===== src/rtl/fetch_stage.sv =====
// fetch_stage: issues in-order instruction fetches for the current PC,
// tracks in-flight requests with credits, buffers returned instructions
// with their PCs and hands them to decode over a valid/ready handshake.
// Ports:
//   clk_i, rst_i (sync, active-high), flush_i, pc_i, fetch_ready_o
//   mem_req_valid_o/ready_i/addr_o, mem_rsp_valid_i/ready_o/instr_i/except_i
//   instr_valid_o/ready_i, instr_o, instr_pc_o, instr_except_o
module fetch_stage #(
    parameter int XLEN            = 64,
    parameter int ILEN            = 32,
    parameter int MAX_OUTSTANDING = 2,
    parameter int BUF_DEPTH       = 4
) (
    input  logic            clk_i,
    input  logic            rst_i,
    input  logic            flush_i,
    input  logic [XLEN-1:0] pc_i,
    output logic            fetch_ready_o,
    output logic            mem_req_valid_o,
    input  logic            mem_req_ready_i,
    output logic [XLEN-1:0] mem_req_addr_o,
    input  logic            mem_rsp_valid_i,
    output logic            mem_rsp_ready_o,
    input  logic [ILEN-1:0] mem_rsp_instr_i,
    input  logic            mem_rsp_except_i,
    output logic            instr_valid_o,
    input  logic            instr_ready_i,
    output logic [ILEN-1:0] instr_o,
    output logic [XLEN-1:0] instr_pc_o,
    output logic            instr_except_o
);

    // One shared counter width holds inflight + buffer occupancy.
    localparam int CW = $clog2(BUF_DEPTH + MAX_OUTSTANDING + 1);
    localparam int QW = (MAX_OUTSTANDING > 1) ? $clog2(MAX_OUTSTANDING) : 1;
    localparam int BW = $clog2(BUF_DEPTH);

    localparam logic [CW-1:0] MAX_C   = CW'(MAX_OUTSTANDING);
    localparam logic [CW-1:0] DEPTH_C = CW'(BUF_DEPTH);
    localparam logic [CW-1:0] ONE     = CW'(1);

    typedef struct packed {
        logic [ILEN-1:0] instr;
        logic [XLEN-1:0] pc;
        logic            except;
    } entry_t;

    logic [CW-1:0]   inflight;
    logic [CW-1:0]   drop_cnt;
    logic [CW-1:0]   buf_cnt;

    logic [XLEN-1:0] pcq [MAX_OUTSTANDING];
    logic [QW-1:0]   pcq_wr;
    logic [QW-1:0]   pcq_rd;

    entry_t          buf_mem [BUF_DEPTH];
    logic [BW-1:0]   buf_wr;
    logic [BW-1:0]   buf_rd;

    logic            req_fire;
    logic            rsp_take;
    logic            rsp_keep;
    logic            deq;
    logic [CW-1:0]   inc;
    logic [CW-1:0]   dec;

    function automatic logic [QW-1:0] q_next(input logic [QW-1:0] p);
        return (p == QW'(MAX_OUTSTANDING - 1)) ? '0 : p + QW'(1);
    endfunction

    function automatic logic [BW-1:0] b_next(input logic [BW-1:0] p);
        return (p == BW'(BUF_DEPTH - 1)) ? '0 : p + BW'(1);
    endfunction

    // Credits: never issue more than the buffer could absorb, counting
    // every in-flight request as an already-occupied slot.
    assign mem_req_valid_o = !rst_i && !flush_i
                           && (inflight < MAX_C)
                           && ((inflight + buf_cnt) < DEPTH_C);
    assign mem_req_addr_o  = pc_i;
    assign fetch_ready_o   = mem_req_valid_o && mem_req_ready_i;
    assign mem_rsp_ready_o = !rst_i;

    assign req_fire = fetch_ready_o;
    // A stray response with nothing in flight is ignored to keep the
    // counters from underflowing.
    assign rsp_take = mem_rsp_valid_i && (inflight != '0);
    assign rsp_keep = rsp_take && (drop_cnt == '0) && !flush_i;

    assign instr_valid_o  = (buf_cnt != '0);
    assign deq            = instr_valid_o && instr_ready_i && !flush_i;
    assign instr_o        = buf_mem[buf_rd].instr;
    assign instr_pc_o     = buf_mem[buf_rd].pc;
    assign instr_except_o = buf_mem[buf_rd].except;

    assign inc = rsp_keep ? ONE : '0;
    assign dec = deq ? ONE : '0;

    always_ff @(posedge clk_i) begin
        if (rst_i) begin
            inflight <= '0;
            drop_cnt <= '0;
            buf_cnt  <= '0;
            pcq_wr   <= '0;
            pcq_rd   <= '0;
            buf_wr   <= '0;
            buf_rd   <= '0;
        end else begin
            inflight <= inflight
                      + (req_fire ? ONE : '0)
                      - (rsp_take ? ONE : '0);
            if (flush_i) begin
                // Everything still outstanding after this cycle is stale.
                drop_cnt <= inflight - (rsp_take ? ONE : '0);
                pcq_wr   <= '0;
                pcq_rd   <= '0;
                buf_wr   <= '0;
                buf_rd   <= '0;
                buf_cnt  <= '0;
            end else begin
                if (rsp_take && (drop_cnt != '0)) begin
                    drop_cnt <= drop_cnt - ONE;
                end
                if (req_fire) begin
                    pcq[pcq_wr] <= pc_i;
                    pcq_wr      <= q_next(pcq_wr);
                end
                if (rsp_keep) begin
                    buf_mem[buf_wr] <= '{instr:  mem_rsp_instr_i,
                                         pc:     pcq[pcq_rd],
                                         except: mem_rsp_except_i};
                    buf_wr <= b_next(buf_wr);
                    pcq_rd <= q_next(pcq_rd);
                end
                if (deq) begin
                    buf_rd <= b_next(buf_rd);
                end
                buf_cnt <= buf_cnt + inc - dec;
            end
        end
    end

endmodule

===== config.mk =====
export PLATFORM = sky130hd
export DESIGN_NAME = fetch_stage
export DESIGN_NICKNAME = d
export VERILOG_FILES = /design/src/rtl/fetch_stage.sv
export SDC_FILE = /design/constraint.sdc
export NUM_CORES = 1
export LEC_CHECK = 0
export ABC_AREA = 0
export ABC_CLOCK_PERIOD_IN_PS = 4600
export BUFFER_PORTS_ARGS = -buffer_cell sky130_fd_sc_hd__buf_2
export CAP_MARGIN = 20
export CELL_PAD_IN_SITES_DETAIL_PLACEMENT = 1
export CELL_PAD_IN_SITES_GLOBAL_PLACEMENT = 1
export CORE_ASPECT_RATIO = 1.25
export CORE_UTILIZATION = 45
export CTS_BUF_LIST = sky130_fd_sc_hd__clkbuf_16
export DETAILED_ROUTE_END_ITERATION = 7
export PLACE_DENSITY = 0.74
export SETUP_SLACK_MARGIN = 0.1
export SYNTH_ARGS = -nofsm -noshare
export SYNTH_HDL_FRONTEND = slang
export SYNTH_SLANG_ARGS = --single-unit

===== constraint.sdc =====
create_clock -name clk_i -period 4.6 [get_ports clk_i]
set_input_delay 0.69 -clock clk_i [delete_from_list [all_inputs] [get_ports clk_i]]
set_output_delay 0.69 -clock clk_i [all_outputs]
set_load 0.1 [all_outputs]

Word-level counts from Yosys, hierarchy flattened
Memory sizes are Yosys's and may differ from the RTL's. A register that Yosys moved wholly into a read port is not among the register bits.
Index checks and enable logic that the tools add are counted.
- order comparisons: 2
- shifts and indexed selects: 0
- reductions and logical operators: 18
- add/subtract/negate cells: 11
- multiplexer cells: 22
- div/mod/pow operators: 0
- bitwise gates (word level): 0
- multipliers: 0
- equal/unequal tests: 2
- operators by type and width (kind ; number):
    $mux 1 ; 16
    $logic_and 1x1->1 ; 10
    $reduce_bool 3->1 ; 3
    $mux 2 ; 4
    $add 3x1->3 ; 2
    $mux 3 ; 2
    $sub 3x1->3 ; 2
    $add 2x1->2 const B ; 2
    $eq 2x2->1 const B ; 2
    $add 3x3->3 ; 1
    $logic_not 3->1 ; 1
    $lt 3x2->1 const B ; 1
    $lt 3x3->1 const B ; 1
    $sub 3x1->3 const B ; 1
    $sub 3x3->3 ; 1
    $add 1x1->1 const B ; 2
    $logic_not 1->1 ; 2
    $reduce_bool 2->1 ; 1
    $reduce_or 2->1 ; 1
- input port bits: 103
- logic and storage cells: 64
- bits in writable memories: 516
- ROM bits: 0
- output and inout port bits: 165
- memories: 2
- flip-flop bits (word level): 15
- latch bits: 0
- memories (memory ; depth ; bits a word ; rd ports ; clocked after memory_dff ; write ports ; line ; RTL):
    buf_mem ; 4 ; 97 ; 1 ; 1 ; 1 ; 56 ; entry_t buf_mem [BUF_DEPTH];
    pcq ; 2 ; 64 ; 1 ; 1 ; 1 ; 52 ; logic [XLEN-1:0] pcq [MAX_OUTSTANDING];

Longest topological paths before layout
- depth in word-level cells: 9
- gate-level depth with buffers: 12
- depth with buffers taken out: 12

Least setup slack after synthesis
OpenSTA, ideal clock, no wires.
- path kind: in2reg
- start point: in rst_i
- end point: mem pcq[0][0], enable pin
- stages: 4
- setup time: 487 ps
- path slack: 183 ps
- required time: 4113 ps
- data arrival time: 3930 ps
- path through: clkbuf_8 -> nor2_1 -> nand4_2 -> nor2_1
- cells in the longest elaborated chain, start to end: 9
- RTL lines (element ; line ; RTL):
    start, declared ; 15 ; input logic rst_i,
    $logic_not 1->1 ; 77 ; assign mem_req_valid_o = !rst_i && !flush_i
    $logic_and 1x1->1 ; 77 ;
    $logic_and 1x1->1 ; 78 ; && (inflight < MAX_C)
    $logic_and 1x1->1 ; 79 ; && ((inflight + buf_cnt) < DEPTH_C);
    $logic_and 1x1->1 ; 81 ; assign fetch_ready_o = mem_req_valid_o && mem_req_ready_i;
    $mux 1 ; 124 ; if (req_fire) begin
    $mux 1 ; 112 ; if (flush_i) begin
    $mux 1 (*) ; 100 ; if (rst_i) begin
    $mux 1 (not written as such) (*) ; 125 ; pcq[pcq_wr] <= pc_i;
    end, declared ; 52 ;
Mark *: on every way between the ends. The rest lies on a longest branch, timed or not.

==> results.yml <==
timing:
  worst_pin_slew_ns: 0.782
  hold_viol_final: 0
  skew_ns: 0.0307
  fmax_mhz: 292
  slew_headroom: 0.478
  finalSetupViolations: 0
  rsz0062_at_grt: "no"
  final_max_slew_viol_count: 0
  layout_worst_path_cycle_share: 0.744
  min_period_ns: 3.42
  finalSetupTns_ns: 0
  hold_ws_ns: 0.281
synthesis:
  synthTopCellsByCount: "516 x edfxtp_1, 97 x mux4_2, 64 x buf_4, 64 x mux2_2"
  yosys.area.top_type: "edfxtp_1"
  synth_edf_count: 516
  synth_area_leaders: "edfxtp_1 77%, mux4_2 11%, mux2_2 3.6%"
  synth_top_area_frac: 0.770
  synthDistinctLibCells: 38
  async_flop_share: 0
  syn-num-nets: 1003
  netlist_area_um2: 20100
  synth_most_common_cell: "edfxtp_1"
  ys.flop_type: "edfxtp_1"
  syn_avg_cell_area_um2: 22.8
  ys_ff_latch: 534
  ys_seq_area_frac: 0.788
  synthCells: 883
  yosys_warnings: 0
cells_and_area:
  drive_gt1_frac: 0.452
  fin_util: 0.529
  area_growth_pct: 16.0
  nNetsFinal: 1241
  fillers: 3924
  n_antenna_cell: 0
power_and_ir_drop:
  peakVddDrop_v: 0.000325
  share_comb_of_total_power: 0.120
  pwr-share-clk: 0.367
  switchingPower_mw: 2.80
  total_leakage_power_nw: 7.80
  seq_power_share: 0.513
  p_per_area_nw_per_um2: 467
  p_int_mw: 8.09
  switching_share: 0.257
floorplan:
  rows: 86
  initial_utilization: 0.456
  die_w_um: 191
  ios: 268
  fp.dieArea_um2: 45600
  core_area_um2: 44100
  die_y_um: 238
status:
  outcome: "complete, no violations"
drt:
  route.met3.wl_mm: 1.79
  first_pass_iters: 6
  first_iter_violations: 428
  top_layer: "met4"
  routed_wl_mm: 40.2
  post_drt_wl_per_cell_um: 23.2
  vias: 9147
  routed_via_density: 5.28
  drt-met1-wl_mm: 16.5
  antenna_left: 0
  drc: 0
  met2_length_mm: 20.6
run:
  max_cap_violations: 0
cts:
  ctsRootBufferMaster: "clkbuf_16"
  tritoncts: "built"
  cts_hold_buf: 0
  clockBufferDepth: 3
  clk_pin_slew_ns: 0.06
  cts_max_level: 2
  postCtsSetupRepairBufs: 0
  cts_resized: 0
  clkSinkCount: 534
  worstSkewPairLatency_ns: 0.60
  cts_buffers: 50
worst_setup_path:
  arrival_ns: 2.73
  crit_path_end_kind: "primary output"
  start_kind: "register"
  worstPathMaxFanout: 29
  worstSetupPathType: "reg -> out"
  worstPathRequired_ns: 3.91
placement:
  io_buffers: 267
  dp_hpwl_mm: 24.3
  gp_congestion: 0.692
global_route:
  grtUsageTotal: 0.180
  grt_first_pass_wirelength_mm: 60.0
  grt_start_max_net_pins: 90
  grt_overflow: 0
  antenna_found_initial: 1
  grt_pass1_vias: 10100
worst_hold_path:
  min_path_type: "in -> reg"
## area by class of cell
class                           instances  area, um2  area share
Clock inverter                         42        329      0.0141
Multi-Input combinational cell        238       3560       0.153
Sequential cell                       534      15900       0.680
Timing Repair Buffer                  282       1550      0.0664
Clock buffer                           50       1250      0.0536
Inverter                               15       56.3     0.00241
Tap cell                              572        716      0.0307
## path summary, 6_finish.rpt
| path | slack (ns) | start | to | depth (start not counted) |
|---|---|---|---|---|
| hold / removal | 0.28 | pc_i[23] | pcq[0][23]$_DFFE_PP_ | 1 |
| setup reg to reg | 2.12 | drop_cnt[0]$_SDFFE_PP0P_ | buf_cnt[2]$_SDFF_PP0_ | 12 |
| setup / recovery | 1.18 | register | instr_pc_o[36] | 3 |
| hold reg to reg | 0.48 | buf_rd[1]$_SDFFE_PP0N_ | register | 2 |
## power groups by stage
| stage | clock network, mW | registers [mW] | logic [mW] |
|---|---|---|---|
| 6_report | 4.00 | 5.59 | 1.31 |
| 5_1_grt | 4.23 | 5.60 | 1.40 |
| 3_3_place_gp | 0 | 5.69 | 1.30 |
| 3_5_place_dp | 0 | 5.70 | 1.33 |
| 2_1_floorplan | 0 | 5.67 | 1.08 |
| 4_1_cts | 4.10 | 5.59 | 1.33 |
## registers in the layout, summed over array words and instances, names as in the netlist, 2 cells and up, named ones only
name      flops
inflight      3
buf_wr        2
buf_cnt       3
buf_mem     388
drop_cnt      3
pcq         128
buf_rd        2
## through the flow
step	worst slack, ns	total power, mW	area, um2	std cells
finish	1.18	10.9	23300	1733
global placement	1.76	6.98	21700	1641
global route	1.01	11.2	23300	1733
CTS	1.08	11.0	23300	1733
detailed placement	1.71	7.03	21700	1641
floorplan	0.183	6.75	20100	883
## worst max-delay path, stage by stage, from the launching register on
cell	delay, ns
dfxtp_4	0.61
buf_4	0.59
mux4_2	0.60
buf_2	0.31
## metal layers
layer	vias up	track usage
met1	4794	0.222
met3	86	0.0281
met4	0	0.0748
met5	-	0
li1	4001	-
met2	266	0.315
## logic make-up after synthesis
family / Yosys count / share of synthesized area
compound gates: 15 / 0.00541
xor+xnor: 8 / 0.00423
fa+ha+maj: 17 / 0.0113
buf+inv: 111 / 0.0365
flops: 534 / 0.788
mux: 162 / 0.145
simple gates: 36 / 0.00945
## cell usage in the layout, fill, tap and decap left out, types with 6 or more instances in the layout
master,synthesis,final
nand2_1,6,6
nor2_1,11,9
ha_1,15,15
inv_1,14,28
buf_4,64,7
mux4_2,97,97
buf_12,0,8
dfxtp_1,18,15
edfxtp_1,516,516
mux2_2,64,64
clkbuf_16,0,50
clkinv_1,0,13
buf_2,18,267
a21oi_1,6,6
(Power assumes the default switching activity.)
